**src/rtl/ttt_game_ctrl.sv**
```systemverilog
// ---------------------------------------------------------------------------
// ttt_game_ctrl
//
// Sequential tic-tac-toe referee. Accepts one move at a time over a
// valid/ready handshake, rejects illegal moves with a one-cycle pulse,
// evaluates win/tie on the registered board one cycle after each accepted
// move, and keeps saturating per-outcome score counters across games.
//
// Parameters:
//   FIRST_PLAYER  side to move after reset/new_game (0 = X, 1 = O)
//   SCORE_W       width of each saturating score counter
//
// Ports:
//   clk         rising-edge clock
//   rst_n       asynchronous active-low reset
//   new_game    synchronous clear of board/game state (scores kept)
//   move_valid  move request
//   move_pos    cell index 0..8, row-major (bit i of a board = cell i)
//   move_ready  high while a move can be accepted (decoded from state)
//   xboard      cells held by X
//   oboard      cells held by O
//   turn        side to move (0 = X, 1 = O)
//   illegal     one-cycle pulse after a rejected move
//   result      00 playing, 01 X won, 10 O won, 11 tie
//   win_line    OR of all completed line masks of the winner, else 0
//   x_score     games won by X (saturating)
//   o_score     games won by O (saturating)
//   tie_score   tied games (saturating)
// ---------------------------------------------------------------------------
module ttt_game_ctrl #(
  parameter bit FIRST_PLAYER = 1'b0,
  parameter int SCORE_W      = 8
) (
  input  logic               clk,
  input  logic               rst_n,
  input  logic               new_game,
  input  logic               move_valid,
  input  logic [3:0]         move_pos,
  output logic               move_ready,
  output logic [8:0]         xboard,
  output logic [8:0]         oboard,
  output logic               turn,
  output logic               illegal,
  output logic [1:0]         result,
  output logic [8:0]         win_line,
  output logic [SCORE_W-1:0] x_score,
  output logic [SCORE_W-1:0] o_score,
  output logic [SCORE_W-1:0] tie_score
);

  typedef enum logic [1:0] {
    PLAY  = 2'd0,
    CHECK = 2'd1,
    DONE  = 2'd2
  } state_t;

  localparam logic [1:0] RES_PLAYING = 2'b00;
  localparam logic [1:0] RES_X_WIN   = 2'b01;
  localparam logic [1:0] RES_O_WIN   = 2'b10;
  localparam logic [1:0] RES_TIE     = 2'b11;

  localparam logic [SCORE_W-1:0] SCORE_MAX = {SCORE_W{1'b1}};

  // The eight winning lines, index 0 at the right-hand end.
  // 0:{0,1,2} 1:{3,4,5} 2:{6,7,8} 3:{0,3,6} 4:{1,4,7} 5:{2,5,8}
  // 6:{0,4,8} 7:{2,4,6}
  localparam logic [7:0][8:0] LINE_MASKS = {
    9'b001010100,
    9'b100010001,
    9'b100100100,
    9'b010010010,
    9'b001001001,
    9'b111000000,
    9'b000111000,
    9'b000000111
  };

  state_t     state_reg;
  logic [3:0] count_reg;

  // ---------------------------------------------------------------------
  // Move decode
  // ---------------------------------------------------------------------
  logic [8:0] cell_mask;
  logic       pos_out_of_range;
  logic       cell_occupied;
  logic       move_legal;

  assign cell_mask        = 9'd1 << move_pos;
  assign pos_out_of_range = (move_pos > 4'd8);
  // cell_mask is zero for positions above 8, so occupancy is only
  // meaningful in combination with the range check.
  assign cell_occupied    = |((xboard | oboard) & cell_mask);
  assign move_legal       = !pos_out_of_range && !cell_occupied;

  // ---------------------------------------------------------------------
  // Win evaluation on the mover's registered board. turn has not yet
  // toggled while in CHECK, so it still names the side that just moved.
  // ---------------------------------------------------------------------
  logic [8:0] mover_board;
  logic [7:0] line_hit;
  logic [8:0] hit_mask [8];
  logic [8:0] win_mask;
  logic       any_win;

  assign mover_board = turn ? oboard : xboard;

  for (genvar gi = 0; gi < 8; gi++) begin : g_lines
    assign line_hit[gi] = ((mover_board & LINE_MASKS[gi]) == LINE_MASKS[gi]);
    assign hit_mask[gi] = line_hit[gi] ? LINE_MASKS[gi] : 9'd0;
  end

  always_comb begin
    win_mask = 9'd0;
    for (int i = 0; i < 8; i++) begin
      win_mask = win_mask | hit_mask[i];
    end
  end

  assign any_win = |line_hit;

  // Only the handshake output is combinational.
  assign move_ready = (state_reg == PLAY);

  // ---------------------------------------------------------------------
  // Game FSM with registered outputs
  // ---------------------------------------------------------------------
  always_ff @(posedge clk or negedge rst_n) begin
    if (!rst_n) begin
      state_reg <= PLAY;
      count_reg <= 4'd0;
      xboard    <= 9'd0;
      oboard    <= 9'd0;
      turn      <= FIRST_PLAYER;
      illegal   <= 1'b0;
      result    <= RES_PLAYING;
      win_line  <= 9'd0;
      x_score   <= '0;
      o_score   <= '0;
      tie_score <= '0;
    end else if (new_game) begin
      // Clears everything but the scores and overrides any move offered
      // in the same cycle.
      state_reg <= PLAY;
      count_reg <= 4'd0;
      xboard    <= 9'd0;
      oboard    <= 9'd0;
      turn      <= FIRST_PLAYER;
      illegal   <= 1'b0;
      result    <= RES_PLAYING;
      win_line  <= 9'd0;
    end else begin
      // illegal is a pulse: cleared every cycle unless re-raised below.
      illegal <= 1'b0;
      case (state_reg)
        PLAY: begin
          if (move_valid) begin
            if (move_legal) begin
              if (turn) begin
                oboard <= oboard | cell_mask;
              end else begin
                xboard <= xboard | cell_mask;
              end
              count_reg <= count_reg + 4'd1;
              state_reg <= CHECK;
            end else begin
              illegal <= 1'b1;
            end
          end
        end

        CHECK: begin
          // A win is tested before the full-board tie, so a line completed
          // by the ninth move is scored as a win.
          if (any_win) begin
            result   <= turn ? RES_O_WIN : RES_X_WIN;
            win_line <= win_mask;
            if (turn) begin
              if (o_score != SCORE_MAX) o_score <= o_score + SCORE_W'(1);
            end else begin
              if (x_score != SCORE_MAX) x_score <= x_score + SCORE_W'(1);
            end
            state_reg <= DONE;
          end else if (count_reg == 4'd9) begin
            result   <= RES_TIE;
            win_line <= 9'd0;
            if (tie_score != SCORE_MAX) tie_score <= tie_score + SCORE_W'(1);
            state_reg <= DONE;
          end else begin
            turn      <= ~turn;
            state_reg <= PLAY;
          end
        end

        DONE: begin
          // Everything holds until new_game; moves are silently ignored.
        end

        default: begin
          state_reg <= PLAY;
        end
      endcase
    end
  end

endmodule

```
**config.mk**
```make
export PLATFORM = sky130hd
export DESIGN_NAME = ttt_game_ctrl
export DESIGN_NICKNAME = d
export VERILOG_FILES = /design/src/rtl/ttt_game_ctrl.sv
export SDC_FILE = /design/constraint.sdc
export NUM_CORES = 1
export LEC_CHECK = 0
export CAP_MARGIN = 15
export CORE_ASPECT_RATIO = 1.75
export CORE_UTILIZATION = 51
export DETAILED_ROUTE_END_ITERATION = 10
export HOLD_SLACK_MARGIN = 0.03
export PLACE_DENSITY = 0.91
export SLEW_MARGIN = 20
export SYNTH_ARGS = -nofsm -noshare
export SYNTH_HDL_FRONTEND = slang
export SYNTH_SLANG_ARGS = --single-unit
```
**constraint.sdc**
```tcl
create_clock -name clk -period 2.8 [get_ports clk]
set_clock_uncertainty 0.15 [all_clocks]
set_input_delay 0.42 -clock clk [delete_from_list [all_inputs] [get_ports clk]]
set_output_delay 0.42 -clock clk [all_outputs]
set_load 0.05 [all_outputs]
```
# After elaboration in Yosys (flattened, before gate mapping)
# Index checks and enable logic that the tools add are counted.
# W data, S select, Z words.
dict set report totals {
  register_bits 61
  wordCells 118
  out_inout_bits 56
  input_bits 8
}
dict set report classes {
  order_cmp 1
  addsub 4
  n_reduce_logical 21
  n_eq_ne 20
  n_shift 1
  n_mux 46
  bitwise_logic 14
}
# cell count
set op_table {}
lappend op_table {{$mux W9} 18}
lappend op_table {{$or A9 B9 Y9} 5}
lappend op_table {{$add A8 B1 Y8 const B} 3}
lappend op_table {{$eq A3 B3 Y1 const B} 8}
lappend op_table {{$ne A8 B8 Y1 const B} 3}
lappend op_table {{$mux W2} 10}
lappend op_table {{$or A9 B7 Y9} 2}
lappend op_table {{$mux W4} 4}
lappend op_table {{$reduce_and A5 Y1} 3}
lappend op_table {{$mux W7} 2}
lappend op_table {{$reduce_bool A2 Y1} 5}
lappend op_table {{$and A9 B9 Y9} 1}
lappend op_table {{$or A6 B9 Y9} 1}
lappend op_table {{$or A9 B8 Y9} 1}
lappend op_table {{$reduce_and A3 Y1} 3}
lappend op_table {{$reduce_or A9 Y1} 1}
lappend op_table {{$shl A1 B4 Y9 const A} 1}
lappend op_table {{$mux W1} 8}
lappend op_table {{$mux W8} 1}
lappend op_table {{$ne A2 B2 Y1 const B} 4}
lappend op_table {{$reduce_and A4 Y1} 2}
lappend op_table {{$reduce_or A8 Y1} 1}
lappend op_table {{$mux W6} 1}
lappend op_table {{$or A3 B6 Y6} 1}
lappend op_table {{15 further kinds} 18}

# Depth between registers and ports, before layout
# Gate-level depths: netlist of run 1.
dict set report depth {
  depth_word 13
  ltp_mapped 8
  depth_no_buf 7
}

# Least setup slack after synthesis of run 1
# Ideal clock, no wire load.
dict set report synth_path {
  path_kind {register to register}
  startpoint {reg x_score[0]}
  endpoint {reg x_score[1]}
  t_arrival_ns 2.418
  period_less_slack_ns 2.692
  stages_incl_launch_ff 7
  path_slack_ns 0.108
  t_required_ns 2.525
  cell_sequence {dfrtp_1 > ha_1 > and2_1 > a41o_2 > or3_2 > a31oi_1 > mux2_2}
}
dict set report synth_via {
  elab_chain_len 2
  elab_cells_between_ends 3
}
# item line
set synth_rtl {}
lappend synth_rtl {{start: declaration} 46} ;# output logic [SCORE_W-1:0] x_score,
lappend synth_rtl {{start signal: assignment} 181} ;# if (x_score != SCORE_MAX) x_score <= x_score + SCORE_W'(1);
lappend synth_rtl {{parallel branches: the longest is 2 deep, another holds $add A8 B1 Y8} n/a}
# Parallel ways; which one is timed is not known.
# A chain may end at the register's enable or synchronous reset.

# Worst setup path after layout of run 1
dict set report layout_path {
  startpoint {reg turn}
  endpoint {out turn}
}
# item line
set layout_rtl {}
lappend layout_rtl {{start: declaration} 42} ;# output logic turn,
lappend layout_rtl {{start signal: assignment} 190} ;# turn <= ~turn;
# No word-level cell between the ends.

==> results of run 1 <==
[stage by stage]
step | total power [W] | hold WS, ps
after floorplan | 0.000990 | -25.6
after global routing | 0.00188 | 123
final | 0.00182 | 55.4
after detailed placement | 0.00105 | 327
after global placement | 0.00104 | 324
after CTS | 0.00183 | 88.9
[cell families after synthesis]
logic type      synth area share
compound gates             0.143
xor+xnor                  0.0688
fa+ha+maj                 0.0205
buf+inv                   0.0221
flops                      0.500
mux                       0.0209
simple gates               0.225
[power by group]
group	leakage [nW]	switching [W]	internal [W]	total (W)
combinational	0.743	0.0000844	0.0000466	0.000131
sequential	0.848	0.0000134	0.000888	0.000901
clock	0.0918	0.000372	0.000413	0.000785
[layout by cell type, fill, tap and decap left out, types with 4 or more instances in the layout]
cell	Yosys	final
a21oi_1	6	6
a31oi_1	4	4
and3_1	4	4
buf_4	0	14
clkbuf_8	1	9
clkdlybuf4s50_1	0	62
dfrtp_1	61	61
ha_1	5	5
inv_1	4	4
nand2_1	18	18
nand3_1	17	17
nand3b_1	7	7
nand4_1	6	6
nor2_1	28	28
nor3_1	11	11
nor4_1	4	4
o2bb2ai_1	24	24
xnor2_1	11	11
xor2_1	13	13
[area by class of cell]
type | count | area share
Sequential cell | 61 | 0.378
Tap cell | 78 | 0.0242
Multi-Input combinational cell | 213 | 0.362
Clock inverter | 7 | 0.0186
Inverter | 5 | 0.00465
Timing Repair Buffer | 77 | 0.181
Clock buffer | 9 | 0.0307
[worst min-delay path by stage]
stage	start	to
4_1_cts	rst_n	oboard[6]
5_1_grt	rst_n	oboard[5]
3_5_place_dp	win_line[1]	win_line[1]
3_3_place_gp	x_score[5]	x_score[5]
2_1_floorplan	rst_n	count_reg[0]
6_report	rst_n	oboard[0]
[layer usage]
layer / vias to the layer above / share of wire / GRT usage
met2: 109 / 0.55 / 0.447
li1: 1214 / - / -
met5: - / 0 / 0
met4: 0 / 0.040 / 0.157
met3: 28 / 0.049 / 0.0547
met1: 1322 / 0.36 / 0.296
==> metrics.txt, run 1 <==
largest net degree at the start of global routing 62; Nets 380; boundary pin count between 60 and 70; maxcap violations 0; Overflow after GRT 0; R2R Setup Slk approximately 260 ps; WL per Instance ~17 µm; TritonCTS Buffers 9; Max Fanout on Critical Path 17; Rel. slew slack 0.506; CP max stage cell clkdlybuf4s50_1; post-route cell area 4030 µm²; Setup crit end turn; Post-CTS Setup Bufs 0; Worst EP required roughly 2200 ps; Setup TNS Final 0 ps; Max VDD drop between 0.4 and 0.5 mV; CTS tree done; hold_buf cts 0; worst r2r path cells 6; Die W between 60 and 70 µm; Total Wirelength around 7.6 mm; post-synthesis cell area 3060 µm²; biggest regs oboard x9, win_line x9, xboard x9; mean area per synthesized cell approximately 11 µm²; first-pass GRT wire length 12.5 mm; die span in y roughly 100 µm; # setup viols final 0; area delta synth->final 32.0%; Place WS between 10 and 15 ps; Crit path arrival time 2090 ps; WP depth 2; leakage 1.68 nW; Main synth FF type dfrtp_1; YS warnings 0; final design utilization 0.692; DRT Pass-1 Iters 4; post-synth cell types 55; FF-to-FF Start turn; Starting DRT DRC Count 77; area post-placement roughly 3800 µm²; vias in the first global route 2703; synth top area cells dfrtp_1 50%, o2bb2ai_1 6.9%, xor2_1 3.7%; area leader, netlist dfrtp_1; Clock Sinks 61; clk slew on worst S/H paths ~70 ps; die area approximately 6300 µm²; fin crit share 0.951; routed vias/inst slightly below 6; Layout Cells excl Fill 450; # diodes 0; Hold Violations, Final 0; Cells after Synth ~290; starting density of the core 0.524; Tmin final ~2700 ps; critical path capture point type output port; Post-synth EDFFs 0; reg-to-reg endpoint o_score[1]; post-DP HPWL about 5.6 mm; Synth Net Count 300; I/O Buffers 63; clk_lat worst skew about 350 ps; Slew Limit Fails 0; most frequent cell after synthesis dfrtp_1; sequential cell area around 1500 µm²; clock buffer depth 2; RSZ-0062 raised after global routing no; H-tree depth 3; Fmax between 0.3 and 0.4 GHz; async set-reset flop share out of synthesis 1.00; Rows 37; Hold WC Path Type input port to asynchronous set/reset pin; initial antenna violation count 0; Crit Path Category register to output port; critical-path cell list buf_4 > clkdlybuf4s50_1; synth cell count leaders 61 x dfrtp_1, 28 x nor2_1, 24 x o2bb2ai_1, 18 x nand2_1, 17 x nand3_1; measured slew at the worst slew-check pin between 700 and 800 ps; ratio of cells with drive above 1 in the final layout 0.137; status finished, final reports clean; Seq cells post-synth between 60 and 70; final setup margin ~140 ps; fill count roughly 450; sequential share of the synthesized area 0.500; PD cells 450 nW/µm²; core footprint 5830 µm²; Clock Tree Root clkbuf_8; Worst Setup SP turn; area occupied by multi-input gates 1460 µm²; CTS resizes 0; # DRC 0; family with the most delay on the worst path buffers and inverters; crit path buf inv count 2; ANT nets after route 0; Max stage delay on crit path a little over 800 ps; via count roughly 2700; area share of the largest cell type after synthesis 0.500; dpl cells 434; final RePlAce weighted congestion 0.863; All-Layer GR Usage 0.267; CP Launch Type register
Note: power is estimated with default switching activity, not from simulation.
==> inputs of run 2 (changes only) <==
--- a/config.mk
+++ b/config.mk
@@ -7,10 +7,10 @@
 export LEC_CHECK = 0
 export CAP_MARGIN = 15
 export CORE_ASPECT_RATIO = 1.75
-export CORE_UTILIZATION = 51
+export CORE_UTILIZATION = 55
 export DETAILED_ROUTE_END_ITERATION = 10
 export HOLD_SLACK_MARGIN = 0.03
-export PLACE_DENSITY = 0.91
+export PLACE_DENSITY = 0.95
 export SLEW_MARGIN = 20
 export SYNTH_ARGS = -nofsm -noshare
 export SYNTH_HDL_FRONTEND = slang
==> constraint.sdc (replaced) <==
create_clock -name clk -period 3.4 [get_ports clk]
set_clock_uncertainty 0.15 [all_clocks]
set_input_delay 0.51 -clock clk [delete_from_list [all_inputs] [get_ports clk]]
set_output_delay 0.51 -clock clk [all_outputs]
set_load 0.05 [all_outputs]
==> metrics.txt, run 2 (synthesized netlist as in run 1, its figures left out) <==
maxcap violations 0 (unchanged); status finished, final reports clean; die area 5870 µm² (-7.1%); Crit Path Category register to register; Total Wirelength 7.75 mm (+2.2%); CP max stage cell dfrtp_1; CP Launch Type register; boundary pin count 64 (unchanged); Crit path arrival time 2950 ps (+860 ps); Hold Violations, Final 0 (unchanged); PD cells 377 nW/µm² (-16%); crit path buf inv count 0 (-2); final setup margin 522 ps (+384 ps); WL per Instance 17.8 µm (+5.7%); clock buffer depth 2 (unchanged); Rel. slew slack 0.479 (-0.0278); # setup viols final 0 (unchanged); sequential cell area 1530 µm² (unchanged); Hold WC Path Type register to register; H-tree depth 3 (unchanged); ANT nets after route 0 (unchanged); measured slew at the worst slew-check pin 782 ps (+41.6 ps); post-DP HPWL 5.46 mm (-1.9%); critical path capture point type register; hold slack 339 ps (+283 ps); via count 2633 (-1.5%); Tmin final approximately 2900 ps; Worst EP required 3480 ps (+1250 ps); final RePlAce weighted congestion 0.906 (+5.0%); CTS resizes 0 (unchanged); Max stage delay on crit path 670 ps (-140 ps); All-Layer GR Usage 0.291 (+0.0247); Place WS 482 ps (+470 ps); fill count 357 (-20%); die span in y 101 µm (-3.6%); Slew Limit Fails 0 (unchanged); initial antenna violation count 0 (unchanged); biggest regs oboard x9, win_line x9, xboard x9; Max Fanout on Critical Path 24 (+7); vias in the first global route 2564 (-5.1%); I/O Buffers 63 (unchanged); starting density of the core 0.577 (+0.0528); Clock Sinks 61 (unchanged); Clock Tree Root clkbuf_8; first-pass GRT wire length 12.6 mm (+0.71%); # DRC 0 (unchanged); Starting DRT DRC Count 104 (+35%); ratio of cells with drive above 1 in the final layout 0.102 (-0.0346); leading cell type in the layout, fill and taps excluded clkdlybuf4s50_1; Nets 369 (-2.9%); Setup TNS Final 0 ps (unchanged); # diodes 0 (unchanged); largest net degree at the start of global routing 42 (-32%); clk_lat worst skew 350 ps (about the same); family with the most delay on the worst path compound AO/OA/AOI/OAI gates; Die W 58.3 µm (-3.6%); Max VDD drop 0.280 mV (-31%); Fmax 0.347 GHz; Overflow after GRT 0 (unchanged); RSZ-0062 raised after global routing no; leakage 1.63 nW (-3.1%); core footprint 5300 µm² (-9.2%); fin crit share 0.847; area occupied by multi-input gates 1460 µm² (unchanged); DRT Pass-1 Iters 5 (+1); TritonCTS Buffers 9 (unchanged); clk slew on worst S/H paths 70 ps (about the same); commonest cells after routing, fill and taps aside 62 x clkdlybuf4s50_1, 61 x dfrtp_1, 28 x nor2_1; Rows 35 (-5.4%); CTS tree done; area delta synth->final 29.0%; routed vias/inst 6.05 (+1.9%); critical-path cell list nand2b_4 > o21ai_0 > nor2_1 > a31oi_1 > mux2_2
[run 2: final timing paths]
check	start	to	slack [ps]	cells after the start
setup / recovery	turn	x_score[1]	520	5
hold / removal	x_score[5]	x_score[5]	340	1
setup reg to reg	turn	x_score[1]	520	5
hold reg to reg	x_score[5]	x_score[5]	340	1
max in group asynchronous	rst_n	x_score[1]	1730	3
min in group asynchronous	rst_n	xboard[7]	490	2
[run 2: metal layers]
metal,GRT usage,up-vias,share of wire
met1,0.318,1296,0.36
met4,0.178,0,0.038
met3,0.0578,19,0.053
li1,-,1196,-
met5,0,-,0
met2,0.507,122,0.54
[run 2: power by group]
| part | switching [W] | internal, W | leakage (nW) |
|---|---|---|---|
| Sequential | 0.0000121 | 0.000731 | 0.848 |
| Combinational | 0.0000692 | 0.0000342 | 0.686 |
| Clock | 0.000283 | 0.000356 | 0.0964 |
| Total | 0.000364 | 0.00112 | 1.63 |
[run 2: final cells by class]
| cell class | count | share of cell area |
|---|---|---|
| clock buffers | 12 | 0.0368 |
| well taps | 74 | 0.0235 |
| multi-input cells | 213 | 0.371 |
| clock inverters | 4 | 0.0121 |
| repair buffers | 66 | 0.165 |
| inverters | 5 | 0.00476 |
| flip-flops and latches | 61 | 0.387 |
[run 2: timing repair]
action,in CTS,in global routing
endpoints found under the hold margin,20,0
buffers inserted,0,0
hold buffers,1,0
[run 2: metrics by stage]
stage | total power (W) | std cells | cell area (µm²) | util
global placement | 0.000855 | 418 | 3740 | 0.706
global route | 0.00153 | 435 | 3940 | 0.744
CTS | 0.00149 | 435 | 3940 | 0.744
finish | 0.00149 | 435 | 3940 | 0.744
floorplan | 0.000815 | 287 | 3060 | -
detailed placement | 0.000858 | 418 | 3740 | 0.706
==> inputs of run 3 (changes only) <==
--- a/config.mk
+++ b/config.mk
@@ -7,10 +7,10 @@
 export LEC_CHECK = 0
 export CAP_MARGIN = 15
 export CORE_ASPECT_RATIO = 1.75
-export CORE_UTILIZATION = 55
+export CORE_UTILIZATION = 51
 export DETAILED_ROUTE_END_ITERATION = 10
 export HOLD_SLACK_MARGIN = 0.03
-export PLACE_DENSITY = 0.95
+export PLACE_DENSITY = 0.91
 export SLEW_MARGIN = 20
 export SYNTH_ARGS = -nofsm -noshare
 export SYNTH_HDL_FRONTEND = slang
==> constraint.sdc (replaced) <==
create_clock -name clk -period 2.7 [get_ports clk]
set_clock_uncertainty 0.15 [all_clocks]
set_input_delay 0.405 -clock clk [delete_from_list [all_inputs] [get_ports clk]]
set_output_delay 0.405 -clock clk [all_outputs]
set_load 0.05 [all_outputs]
==> metrics.txt, run 3 (synthesized netlist as in run 1, its figures left out) <==
status finished, final reports clean; RSZ-0062 raised after global routing no; Setup TNS Final 0 ps (unchanged); Post-CTS Setup Bufs 0 (unchanged); fin crit share 0.925 (+0.0789); first-pass GRT wire length 12.5 mm (-1.0%); core footprint 5830 µm² (+10%); Pwr Total 0.00188 W (+27%); # diodes 0 (unchanged); area delta synth->final 33.5%; routed vias/inst 5.95 (-1.7%); # DRC 0 (unchanged); CP Launch Type register; # setup viols final 0 (unchanged); ANT nets after route 0 (unchanged); DRT Pass-1 Iters 4 (-1); Total Wirelength 7.71 mm (-0.52%); measured slew at the worst slew-check pin 882 ps (+100 ps); hold slack 15.6 ps (-323 ps); reg-to-reg endpoint result[1]; die area 6320 µm² (+7.6%); Overflow after GRT 0 (unchanged); leading cell type in the layout, fill and taps excluded clkdlybuf4s50_1; Max Fanout on Critical Path 9 (-63%); die span in y 104 µm (+3.8%); All-Layer GR Usage 0.268 (-0.0235); commonest cells after routing, fill and taps aside 62 x clkdlybuf4s50_1, 61 x dfrtp_1, 28 x nor2_1; ratio of cells with drive above 1 in the final layout 0.151 (+0.0483); Clock Tree Root clkbuf_8; Worst EP required 2790 ps (-690 ps); Slew Limit Fails 0 (unchanged); dpl cells 440 (+5.3%); Fmax 0.400 GHz (+15%); Tmin final 2500 ps (-380 ps); worst r2r path cells 8 (+3); Clock Sinks 61 (unchanged); starting density of the core 0.524 (-0.0528); vias in the first global route 2672 (+4.2%); Rows 37 (+5.7%); Crit path arrival time 2590 ps (-360 ps); Place WS 50.8 ps (-431 ps); critical path capture point type register; clock buffer depth 2 (unchanged); CTS tree done; Nets 386 (+4.6%); maxcap violations 0 (unchanged); WL per Instance 16.9 µm (-5.1%); post-DP HPWL 5.71 mm (+4.6%); clk slew on worst S/H paths 70 ps (about the same); biggest regs oboard x9, win_line x9, xboard x9; final setup margin 201 ps (-320 ps); Layout Cells excl Fill 456 (+4.8%); Hold Violations, Final 0 (unchanged); final RePlAce weighted congestion 0.895 (-1.2%); boundary pin count 64 (unchanged); PD cells 462 nW/µm² (+23%); initial antenna violation count 0 (unchanged); TritonCTS Buffers 9 (unchanged); Rel. slew slack 0.412 (-0.0670); via count 2713 (+3.0%); Max VDD drop 0.379 mV (+35%); leakage 1.71 nW (+5.0%); I/O Buffers 63 (unchanged); Die W 60.5 µm (+3.7%); Crit Path Category register to register; clk_lat worst skew 350 ps (about the same); H-tree depth 3 (unchanged); Starting DRT DRC Count 131 (+26%); R2R Setup Slk 200 ps (-320 ps); largest net degree at the start of global routing 42 (unchanged); FF-to-FF Start turn; Hold WC Path Type input port to asynchronous set/reset pin; hold_buf cts 0 (-1); CTS resizes 0 (unchanged)
-- run 3: per-layer routing --
metal / global-route usage / share of wire / vias to the layer above
met5: 0 / 0 / -
met4: 0.153 / 0.041 / 0
met3: 0.0647 / 0.056 / 30
met2: 0.447 / 0.54 / 123
met1: 0.296 / 0.36 / 1324
li1: - / - / 1236
-- run 3: worst max path at each step --
stage / from / end / slack, ps / depth (start not counted)
floorplan: x_score[0] / x_score[1] / 8 / 6
global placement: move_pos[0] / count_reg[1] / 100 / 7
detailed placement: move_pos[0] / count_reg[1] / 50 / 7
CTS: turn / turn / 190 / 2
global route: turn / tie_score[6] / 50 / 7
finish: turn / result[1] / 200 / 8
-- run 3: where the power goes --
part	switching, W	internal [W]
Clock	0.000378	0.000428
Sequential	0.0000121	0.000921
Combinational	0.0000925	0.0000529
-- run 3: critical path, cell delays in order, from the launching register on --
cell and delay [ps]:
dfrtp_1 510, buf_4 220, nand3b_1 150, a21oi_1 430, nor4_4 100, a31oi_1 350
buf_4 200, nor2_1 40, a311oi_1 240
-- run 3: cell type report --
class / count / area (µm²)
flip-flops and latches: 61 / 1530
well taps: 78 / 97.6
clock inverters: 7 / 75.1
repair buffers: 83 / 776
multi-input cells: 213 / 1460
fillers: 457 / 1750
clock buffers: 9 / 124
inverters: 5 / 18.8
-- run 3: per-stage QoR --
step | area, µm² | utilization
6_report | 4080 | 0.699
2_1_floorplan | 3060 | -
3_3_place_gp | 3880 | 0.665
5_1_grt | 4080 | 0.699
4_1_cts | 4080 | 0.699
3_5_place_dp | 3880 | 0.665
